--- config.mk ---
export PLATFORM = sky130hd
export DESIGN_NAME = mem_arbiter
export DESIGN_NICKNAME = d
export VERILOG_FILES = /design/src/rtl/mem_arbiter.sv
export SDC_FILE = /design/constraint.sdc
export NUM_CORES = 1
export LEC_CHECK = 0
export CAP_MARGIN = 20
export CORE_MARGIN = 3
export CORE_UTILIZATION = 36
export DETAILED_ROUTE_END_ITERATION = 10
export HOLD_SLACK_MARGIN = 0.1
export MAX_ROUTING_LAYER = met4
export PLACE_DENSITY = 0.77
export SLEW_MARGIN = 20
export SYNTH_ARGS = -nofsm -noshare
export SYNTH_HDL_FRONTEND = slang
export SYNTH_SLANG_ARGS = --single-unit
--- constraint.sdc ---
create_clock -name clk -period 1.31 [get_ports clk]
set_input_delay 0.3275 -clock clk [delete_from_list [all_inputs] [get_ports clk]]
set_output_delay 0.3275 -clock clk [all_outputs]
set_load 0.005 [all_outputs]
--- src/rtl/mem_arbiter.sv ---
// Two-port round-robin arbiter in front of a single-port synchronous block RAM.
// One request is accepted at a time. The RAM is driven for exactly one cycle.
// Read data returns to the owning port with a one-cycle valid pulse.
module mem_arbiter #(
  parameter int unsigned ADDR_W = 10,
  parameter int unsigned DATA_W = 16
) (
  input  logic              clk,
  input  logic              reset,
  // Port 0: CPU load/store
  input  logic              req0,
  input  logic              we0,
  input  logic [ADDR_W-1:0] addr0,
  input  logic [DATA_W-1:0] wdata0,
  output logic              gnt0,
  output logic              rvalid0,
  output logic [DATA_W-1:0] rdata0,
  // Port 1: display/peripheral fetch
  input  logic              req1,
  input  logic              we1,
  input  logic [ADDR_W-1:0] addr1,
  input  logic [DATA_W-1:0] wdata1,
  output logic              gnt1,
  output logic              rvalid1,
  output logic [DATA_W-1:0] rdata1,
  // RAM side
  output logic              mem_wr_en,
  output logic [ADDR_W-1:0] mem_addr,
  output logic [DATA_W-1:0] mem_data_out,
  input  logic [DATA_W-1:0] mem_data_in
);

  typedef enum logic [1:0] {StIdle, StIssue, StCapture} state_e;

  state_e state_q, state_d;

  logic              we_q, we_d;           // latched direction of the accepted request
  logic              port_q, port_d;       // owner of the accepted request
  logic              last_grant_q, last_grant_d;
  logic              gnt0_q, gnt0_d, gnt1_q, gnt1_d;
  logic              rvalid0_q, rvalid0_d, rvalid1_q, rvalid1_d;
  logic [DATA_W-1:0] rdata0_q, rdata0_d, rdata1_q, rdata1_d;
  logic              mem_wr_en_q, mem_wr_en_d;
  logic [ADDR_W-1:0] mem_addr_q, mem_addr_d;
  logic [DATA_W-1:0] mem_data_out_q, mem_data_out_d;

  logic              sel_valid;
  logic              sel_port;
  logic              sel_we;
  logic [ADDR_W-1:0] sel_addr;
  logic [DATA_W-1:0] sel_wdata;

  // Pick the requesting port; on contention the port that did not win last time.
  always_comb begin
    sel_valid = req0 | req1;
    sel_port  = (req0 && req1) ? ~last_grant_q : req1;
    sel_we    = sel_port ? we1    : we0;
    sel_addr  = sel_port ? addr1  : addr0;
    sel_wdata = sel_port ? wdata1 : wdata0;
  end

  // State and registered outputs; synchronous reset clears everything.
  always_ff @(posedge clk) begin
    if (reset) begin
      state_q        <= StIdle;
      we_q           <= 1'b0;
      port_q         <= 1'b0;
      last_grant_q   <= 1'b1;  // port 0 wins the first contention
      gnt0_q         <= 1'b0;
      gnt1_q         <= 1'b0;
      rvalid0_q      <= 1'b0;
      rvalid1_q      <= 1'b0;
      rdata0_q       <= '0;
      rdata1_q       <= '0;
      mem_wr_en_q    <= 1'b0;
      mem_addr_q     <= '0;
      mem_data_out_q <= '0;
    end else begin
      state_q        <= state_d;
      we_q           <= we_d;
      port_q         <= port_d;
      last_grant_q   <= last_grant_d;
      gnt0_q         <= gnt0_d;
      gnt1_q         <= gnt1_d;
      rvalid0_q      <= rvalid0_d;
      rvalid1_q      <= rvalid1_d;
      rdata0_q       <= rdata0_d;
      rdata1_q       <= rdata1_d;
      mem_wr_en_q    <= mem_wr_en_d;
      mem_addr_q     <= mem_addr_d;
      mem_data_out_q <= mem_data_out_d;
    end
  end

  // Next-state: writes finish after ISSUE, reads take an extra CAPTURE cycle.
  always_comb begin
    state_d = state_q;
    unique case (state_q)
      StIdle:    if (sel_valid) state_d = StIssue;
      StIssue:   state_d = we_q ? StIdle : StCapture;
      StCapture: state_d = StIdle;
      default:   state_d = StIdle;
    endcase
  end

  // Next values of the registered outputs and latched request fields.
  always_comb begin
    we_d           = we_q;
    port_d         = port_q;
    last_grant_d   = last_grant_q;
    gnt0_d         = 1'b0;
    gnt1_d         = 1'b0;
    rvalid0_d      = 1'b0;
    rvalid1_d      = 1'b0;
    rdata0_d       = rdata0_q;
    rdata1_d       = rdata1_q;
    mem_wr_en_d    = 1'b0;
    mem_addr_d     = mem_addr_q;
    mem_data_out_d = mem_data_out_q;
    unique case (state_q)
      StIdle: begin
        if (sel_valid) begin
          // Bus values for ISSUE are loaded here so they appear with the grant.
          we_d           = sel_we;
          port_d         = sel_port;
          last_grant_d   = sel_port;
          gnt0_d         = ~sel_port;
          gnt1_d         = sel_port;
          mem_wr_en_d    = sel_we;
          mem_addr_d     = sel_addr;
          mem_data_out_d = sel_we ? sel_wdata : '0;
        end
      end
      StIssue: begin
        // Address stays put so the RAM output is stable through CAPTURE.
      end
      StCapture: begin
        if (port_q) begin
          rdata1_d  = mem_data_in;
          rvalid1_d = 1'b1;
        end else begin
          rdata0_d  = mem_data_in;
          rvalid0_d = 1'b1;
        end
      end
      default: ;
    endcase
  end

  assign gnt0         = gnt0_q;
  assign gnt1         = gnt1_q;
  assign rvalid0      = rvalid0_q;
  assign rvalid1      = rvalid1_q;
  assign rdata0       = rdata0_q;
  assign rdata1       = rdata1_q;
  assign mem_wr_en    = mem_wr_en_q;
  assign mem_addr     = mem_addr_q;
  assign mem_data_out = mem_data_out_q;

endmodule

Word-level counts from Yosys, hierarchy flattened
Index checks and enable logic that the tools add are counted.
{"block": "op_classes", "n_addsub": 0, "multipliers": 0, "n_div": 0, "order_cmp": 0, "n_eq_ne": 3, "shifts": 0, "mux": 10, "bitwise_logic": 7, "n_reduce_logical": 7}
{"operator": "two-way mux 16 bit", "count": 2}
{"operator": "two-way mux 10 bit", "count": 1}
{"operator": "inverter 1 bit", "count": 6}
{"operator": "AND reduction 2 bit", "count": 3}
{"operator": "two-way mux 1 bit", "count": 4}
{"operator": "two-way mux 2 bit", "count": 2}
{"operator": "one-hot mux 2 bit (2 select lines)", "count": 1}
{"operator": "OR reduction 3 bit", "count": 1}
{"operator": "== test 2 x 1 -> 1 bit, second input constant", "count": 1}
{"operator": "== test 2 bit, second input constant", "count": 1}
{"operator": "zero test 2 bit", "count": 1}
{"operator": "!= test 2 bit, second input constant", "count": 1}
{"operator": "OR reduction 2 bit", "count": 1}
{"operator": "logical AND 1 bit", "count": 1}
{"operator": "bitwise OR 1 bit", "count": 1}
{"block": "word_totals", "register_bits": 68, "latch_bits": 0, "ram_bits": 0, "rom_bits": 0, "output_inout_bits": 63, "memories": 0}

Logic depth before layout (Yosys ltp)
Gate-level depths: netlist (run 1).
{"block": "depth", "ltp_word": 4, "ltp_mapped": 6, "ltp_nobuf": 4}

Worst setup path before layout (run 1)
OpenSTA, ideal clock, no wires.
{"block": "synth_timing", "path_type": "in2reg", "from": "in reset", "to": "reg mem_data_out_q[10] (netlist: mem_data_out[10])", "setup_time_ns": 0.059, "arrival_time_ns": 1.227, "setup_slack_ns": 0.024, "stages": 6, "path_buffers": 3, "cell_sequence": "buf_2 -> or3_1 -> buf_6 -> clkinv_8 -> buf_12 -> a22o_1"}
{"element": "start: declaration", "line": "9", "source": "input logic reset,"}
{"element": "end signal: assignment", "line": "91", "source": "mem_data_out_q <= mem_data_out_d;"}
{"element": "end: declaration", "line": "45", "source": "logic [DATA_W-1:0] mem_data_out_q, mem_data_out_d;"}

Worst setup path after layout (run 1)
{"block": "layout_timing", "from": "reg state_q[0]", "to": "reg mem_data_out_q[12] (netlist: mem_data_out[12])"}
{"block": "layout_between", "elab_chain_cells": 2}
{"element": "start: declaration", "line": "35", "source": "state_e state_q, state_d;"}
{"element": "start signal: assignment", "line": "65", "source": "state_q <= StIdle;"}
{"element": "start signal: assignment", "line": "79", "source": "state_q <= state_d;"}
{"element": "zero test 2 bit", "line": "120", "source": "unique case (state_q)"}
{"element": "AND reduction 2 bit (no line)"}
Every way passes these cells.
A chain may end at the register's enable or synchronous reset.

==> results of run 1 <==
[repair_timing]
action / 4_1_cts / 5_1_grt
gates resized for setup: 74 / 2
pin swaps: 1 / 0
setup buffers: 1 / 0
hold buffers: 0 / 0
endpoints found under the setup margin: 95 / 35
gates cloned: 2 / 0
[per-layer routing]
layer  vias up  global-route usage, %  wire length (um)
met2       104                   33.1              3870
met3         6                   3.45               429
met5         -                      -                 0
met1      1205                   22.2              3290
li1       1305                      -                 -
met4         0                   5.20                50
[report_power, final]
part	total (mW)	internal, mW	leakage, nW	switching [mW]
Clock	1.41	0.666	0.0779	0.740
Sequential	2.23	2.18	0.557	0.0560
Combinational	0.891	0.551	1.38	0.340
[sequential cells by signal, indices dropped and copies added (netlist names)]
name and cells:
rdata1 16, rvalid1 1, mem_wr_en 1, gnt1 1
gnt0 1, port_q 1, rdata0 16, mem_addr 10
state_q 2, last_grant_q 1, mem_data_out 16, we_q 1
rvalid0 1
[worst paths after layout]
kind,slack [ns],endpoint,depth (start not counted),start
min,0.44,state_q[1],1,we_q
max,0.01,mem_data_out[12],5,state_q[0]
min reg2reg,0.44,state_q[1],1,we_q
max reg2reg,0.01,mem_data_out[12],5,state_q[0]
[logic make-up after synthesis]
kind of cell           synth area share, %
AO/OA/AOI/OAI                         21.9
multiplexers                          4.16
buffers and inverters                 8.12
flip-flops                            51.4
AND/OR/NAND/NOR                       14.5
[metrics by stage]
stage                     setup TNS (ns)  cell area [um^2]  power, mW
after global routing              -0.339              4480       4.74
after detailed placement          -17.30              4310       3.18
after CTS                              0              4480       4.58
after global placement            -16.57              4310       3.17
after floorplan                        0              2650       2.61
final                                  0              4480       4.53
[final cells by class]
class	instances	share of cell area, %
clock buffers	10	2.85
multi-input cells	184	24.5
inverters	18	1.79
repair buffers	162	37.0
well taps	96	2.68
flip-flops and latches	68	30.6
clock inverters	5	0.670
[placed cells by master (no fill, tap or decap), types with 2 or more instances in the layout]
master,instances
buf_12,10
clkinvlp_4,2
buf_6,2
nand2_1,81
o2bb2ai_1,11
dfxtp_1,61
clkinv_2,3
inv_1,17
o32ai_1,16
buf_4,12
and2_1,2
clkbuf_8,9
bufbuf_16,2
clkdlybuf4s50_1,71
mux2i_1,11
dfxtp_2,7
dlygate4sd2_1,65
a22o_1,17
nor2_1,4
a21oi_1,32
[critical path, cell delays in order (launching register included)]
cell      delay [ns]
dfxtp_1         0.31
o21bai_1        0.16
buf_4           0.14
o21ba_4         0.21
buf_12          0.14
a22o_1          0.23
==> flow_metrics.py, run 1 <==
metrics = {
    "status": {
        "status": "finished clean",
    },
    "routing": {
        "drt_iter0_markers": 78,
        "vias": 2620,
        "detail_route.wl_per_cell_um": 14.1,
        "first_pass_iters": 4,
        "drc": 0,
        "ant_nets": 0,
        "vias_per_cell": 4.83,
        "routed_wl_mm": 7.64,
    },
    "floorplanning": {
        "chipWidth_um": 91.8,
        "core_um2": 6980,
        "row_count": 30,
        "fp.dieH_um": 91.8,
        "die_area_um2": 8430,
        "start_util_pct": 38.0,
        "ios": 137,
    },
    "finish": {
        "fin_nets": 517,
        "diodes": 0,
        "fillers": 614,
        "drive_gt1_share_pct": 11.6,
        "final_cells": 543,
        "multiInputGateArea_um2": 1100,
        "ff_latch_area_um2": 1370,
        "area_growth_pct": 69.1,
        "utilization_pct": 64.2,
    },
    "logic_synthesis": {
        "ys_seq_area_share_pct": 51.4,
        "synth_cell_type_count": 25,
        "yosysMostFrequentCell": "nand2_1",
        "avgSynthCellArea_um2": 9.01,
        "yosysTopAreaCellShare_pct": 51.4,
        "synth_common_cells": "nand2_1, dfxtp_1, a21oi_1",
        "syn_area_um2": 2650,
        "synth_ff_type": "dfxtp_1",
        "yosys_warnings": 0,
        "synth_nets": 368,
        "synth_seq_cells": 68,
        "syn_inst": 294,
        "synthArstFlopShare_pct": 0,
        "synth_top_area_cell": "dfxtp_1",
        "synth_area_leaders": "dfxtp_1, nand2_1, a21oi_1, a22o_1, o32ai_1",
        "synth_edf_count": 0,
    },
    "clock_tree": {
        "cts_buffers": 9,
        "path_clk_slew_ns": 0.07,
        "cts_tree": "built",
        "ctsHtreeMaxLevel": 3,
        "root_buffer": "clkbuf_8",
        "cts_max_path_buffers": 2,
        "clk_latency_ns": 0.33,
        "clock_sinks": 68,
    },
    "timing": {
        "fin_ws_ns": 0.0115,
        "drv_slew": 0,
        "whs_ns": 0.442,
        "rsz0062_at_grt": "yes",
        "fmax_mhz": 770,
        "tightestPinTransition_ns": 0.342,
        "skew_ns": 0.00762,
        "setup_viol": 0,
        "finalCritPeriodShare_pct": 99.1,
        "relSlewSlack_pct": 77.2,
        "fin_crit_ns": 1.30,
        "final-hold-violation-count": 0,
    },
    "grt": {
        "antenna_found_initial": 0,
        "gr-total-overflow": 0,
        "grt_pass1_vias": 2650,
        "grt_max_degree": 36,
        "grt_pass1_wl_mm": 12.5,
        "grt_usage_pct": 18.9,
    },
    "placed_design": {
        "port_buffers": 136,
        "placed_cells": 525,
        "post-place-ws_ns": -0.504,
        "gp_congestion": 0.788,
        "dp_hpwl_mm": 5.69,
    },
    "run": {
        "cap_viol_max_count": 0,
    },
    "setup_path": {
        "cp.required_ns": 1.53,
        "start_kind": "flop",
        "crit_arrival_ns": 1.52,
        "worstPathMaxFanout": 10,
        "end_kind": "flop",
        "critPathKind": "reg2reg",
    },
    "power": {
        "p_leak_nw": 2.02,
        "power_density_nw_per_um2": 1010,
        "peakVddDrop_v": 0.000611,
    },
    "hold_path": {
        "hp-class": "reg2reg",
    },
}
(Power assumes the default switching activity.)
==> run 2: changes to the inputs <==
- CORE_ASPECT_RATIO: default -> 1.5
==> flow_metrics.py, run 2 (synthesis results as in run 1) <==
metrics = {
    "finish": {
        "diodes": 0,
        "layout_common_cells": "nand2_1, clkdlybuf4s50_1, dlygate4sd2_1, dfxtp_1, a21oi_1",
        "fin_nets": 510,
        "area_growth_pct": 67.7,
        "final_common_cell": "nand2_1",
        "drive_gt1_share_pct": 12.5,
        "fillers": 605,
    },
    "routing": {
        "first_pass_iters": 4,
        "vias_per_cell": 4.88,
        "drc": 0,
        "vias": 2628,
        "routed_wl_mm": 7.75,
        "drt_iter0_markers": 91,
        "detail_route.wl_per_cell_um": 14.4,
        "ant_nets": 0,
    },
    "timing": {
        "finalCritPeriodShare_pct": 98.8,
        "fmax_mhz": 773,
        "tightestPinTransition_ns": 0.394,
        "rsz0062_at_grt": "yes",
        "fin_ws_ns": 0.0156,
        "fin_crit_ns": 1.29,
        "skew_ns": 0.00503,
        "final-hold-violation-count": 0,
        "drv_slew": 0,
        "relSlewSlack_pct": 73.8,
        "setup_viol": 0,
    },
    "grt": {
        "gr-total-overflow": 0,
        "antenna_found_initial": 0,
        "grt_usage_pct": 18.9,
        "grt_pass1_wl_mm": 12.6,
        "grt_pass1_vias": 2576,
        "grt_max_degree": 36,
    },
    "setup_path": {
        "worst_path_largest_cell_delay_ns": 0.39,
        "worstPathMaxFanout": 8,
        "cp_cell_sequence": "buf_4 > or3b_4 > buf_6 > nand2_1 > a21oi_1",
        "crit_arrival_ns": 1.49,
        "cp.required_ns": 1.50,
        "critPathKind": "reg2reg",
        "start_kind": "flop",
        "critPathBufInv": 2,
        "crit_slowest_cell": "or3b_4",
        "cp_top_family": "simple AND/OR/NAND/NOR gates",
        "end_kind": "flop",
    },
    "floorplanning": {
        "row_count": 37,
        "fp.dieH_um": 111,
        "chipWidth_um": 76.1,
        "start_util_pct": 37.9,
        "ios": 137,
        "core_um2": 6990,
        "die_area_um2": 8450,
    },
    "clock_tree": {
        "cts_buffers": 9,
        "ctsHtreeMaxLevel": 3,
        "path_clk_slew_ns": 0.07,
        "root_buffer": "clkbuf_8",
        "cts_max_path_buffers": 2,
        "cts_tree": "built",
        "clk_latency_ns": 0.33,
        "post_cts_buffers": 0,
        "hold_buffers": 0,
        "clock_sinks": 68,
    },
    "placed_design": {
        "post-place-ws_ns": -0.571,
        "port_buffers": 136,
        "dp_hpwl_mm": 5.55,
        "gp_congestion": 0.750,
    },
    "run": {
        "cap_viol_max_count": 0,
    },
    "power": {
        "peakVddDrop_v": 0.000632,
        "power_density_nw_per_um2": 1120,
        "p_total_mw": 4.97,
        "p_leak_nw": 2.00,
    },
    "hold_path": {
        "hp-class": "reg2reg",
    },
    "status": {
        "status": "finished clean",
    },
}
run 2: final cells by class:
| cell class | instances | area, um^2 | area share [%] |
|---|---|---|---|
| well taps | 97 | 121 | 2.73 |
| inverters | 18 | 80.1 | 1.80 |
| flip-flops and latches | 68 | 1380 | 30.9 |
| clock inverters | 6 | 86.3 | 1.94 |
| multi-input cells | 184 | 1130 | 25.4 |
| clock buffers | 10 | 138 | 3.10 |
| repair buffers | 154 | 1500 | 33.8 |
| repair inverters | 1 | 11.3 | 0.253 |
run 2: what timing repair did:
item,in CTS,in global routing
setup endpoints to repair,95,43
pin swaps,1,1
gates resized for setup,75,19
cloned,0,2
run 2: metrics by stage:
stage                     setup TNS [ns]  std cells  util, %  hold WS (ns)  instance area [um^2]
after global routing             -0.0393        538     63.6         0.449                  4440
after floorplan                        0        294        -         0.400                  2650
after CTS                              0        536     62.4         0.434                  4360
after global placement            -17.75        520     60.1         0.418                  4200
final                                  0        538     63.6         0.418                  4440
after detailed placement          -20.43        520     60.1         0.421                  4200
run 2: per-layer routing:
layer / track usage, % / part of all wire (%) / wire length, um / vias to the layer above
li1: - / - / - / 1298
met3: 4.23 / 4.8 / 370 / 20
met1: 21.7 / 41 / 3170 / 1197
met2: 30.2 / 51 / 3950 / 113
met4: 10.8 / 3.4 / 260 / 0
met5: - / 0 / 0 / -
run 2: report_power, final:
part / switching, mW / internal, mW
clock: 0.780 / 1.12
sequential: 0.0578 / 2.18
combinational: 0.346 / 0.489
run 2: worst paths after layout:
path / start / end / slack (ns) / cells past startpoint
max reg2reg: state_q[0] / rdata0[5] / 0.02 / 5
min reg2reg: we_q / state_q[1] / 0.42 / 1
max: state_q[0] / rdata0[5] / 0.02 / 5
min: we_q / state_q[1] / 0.42 / 1
==> run 3: changes to the inputs <==
- HOLD_SLACK_MARGIN: 0.1 -> 0.06
==> results of run 3 <==
The final DEF is identical to that of run 2; final timing and power are the same.
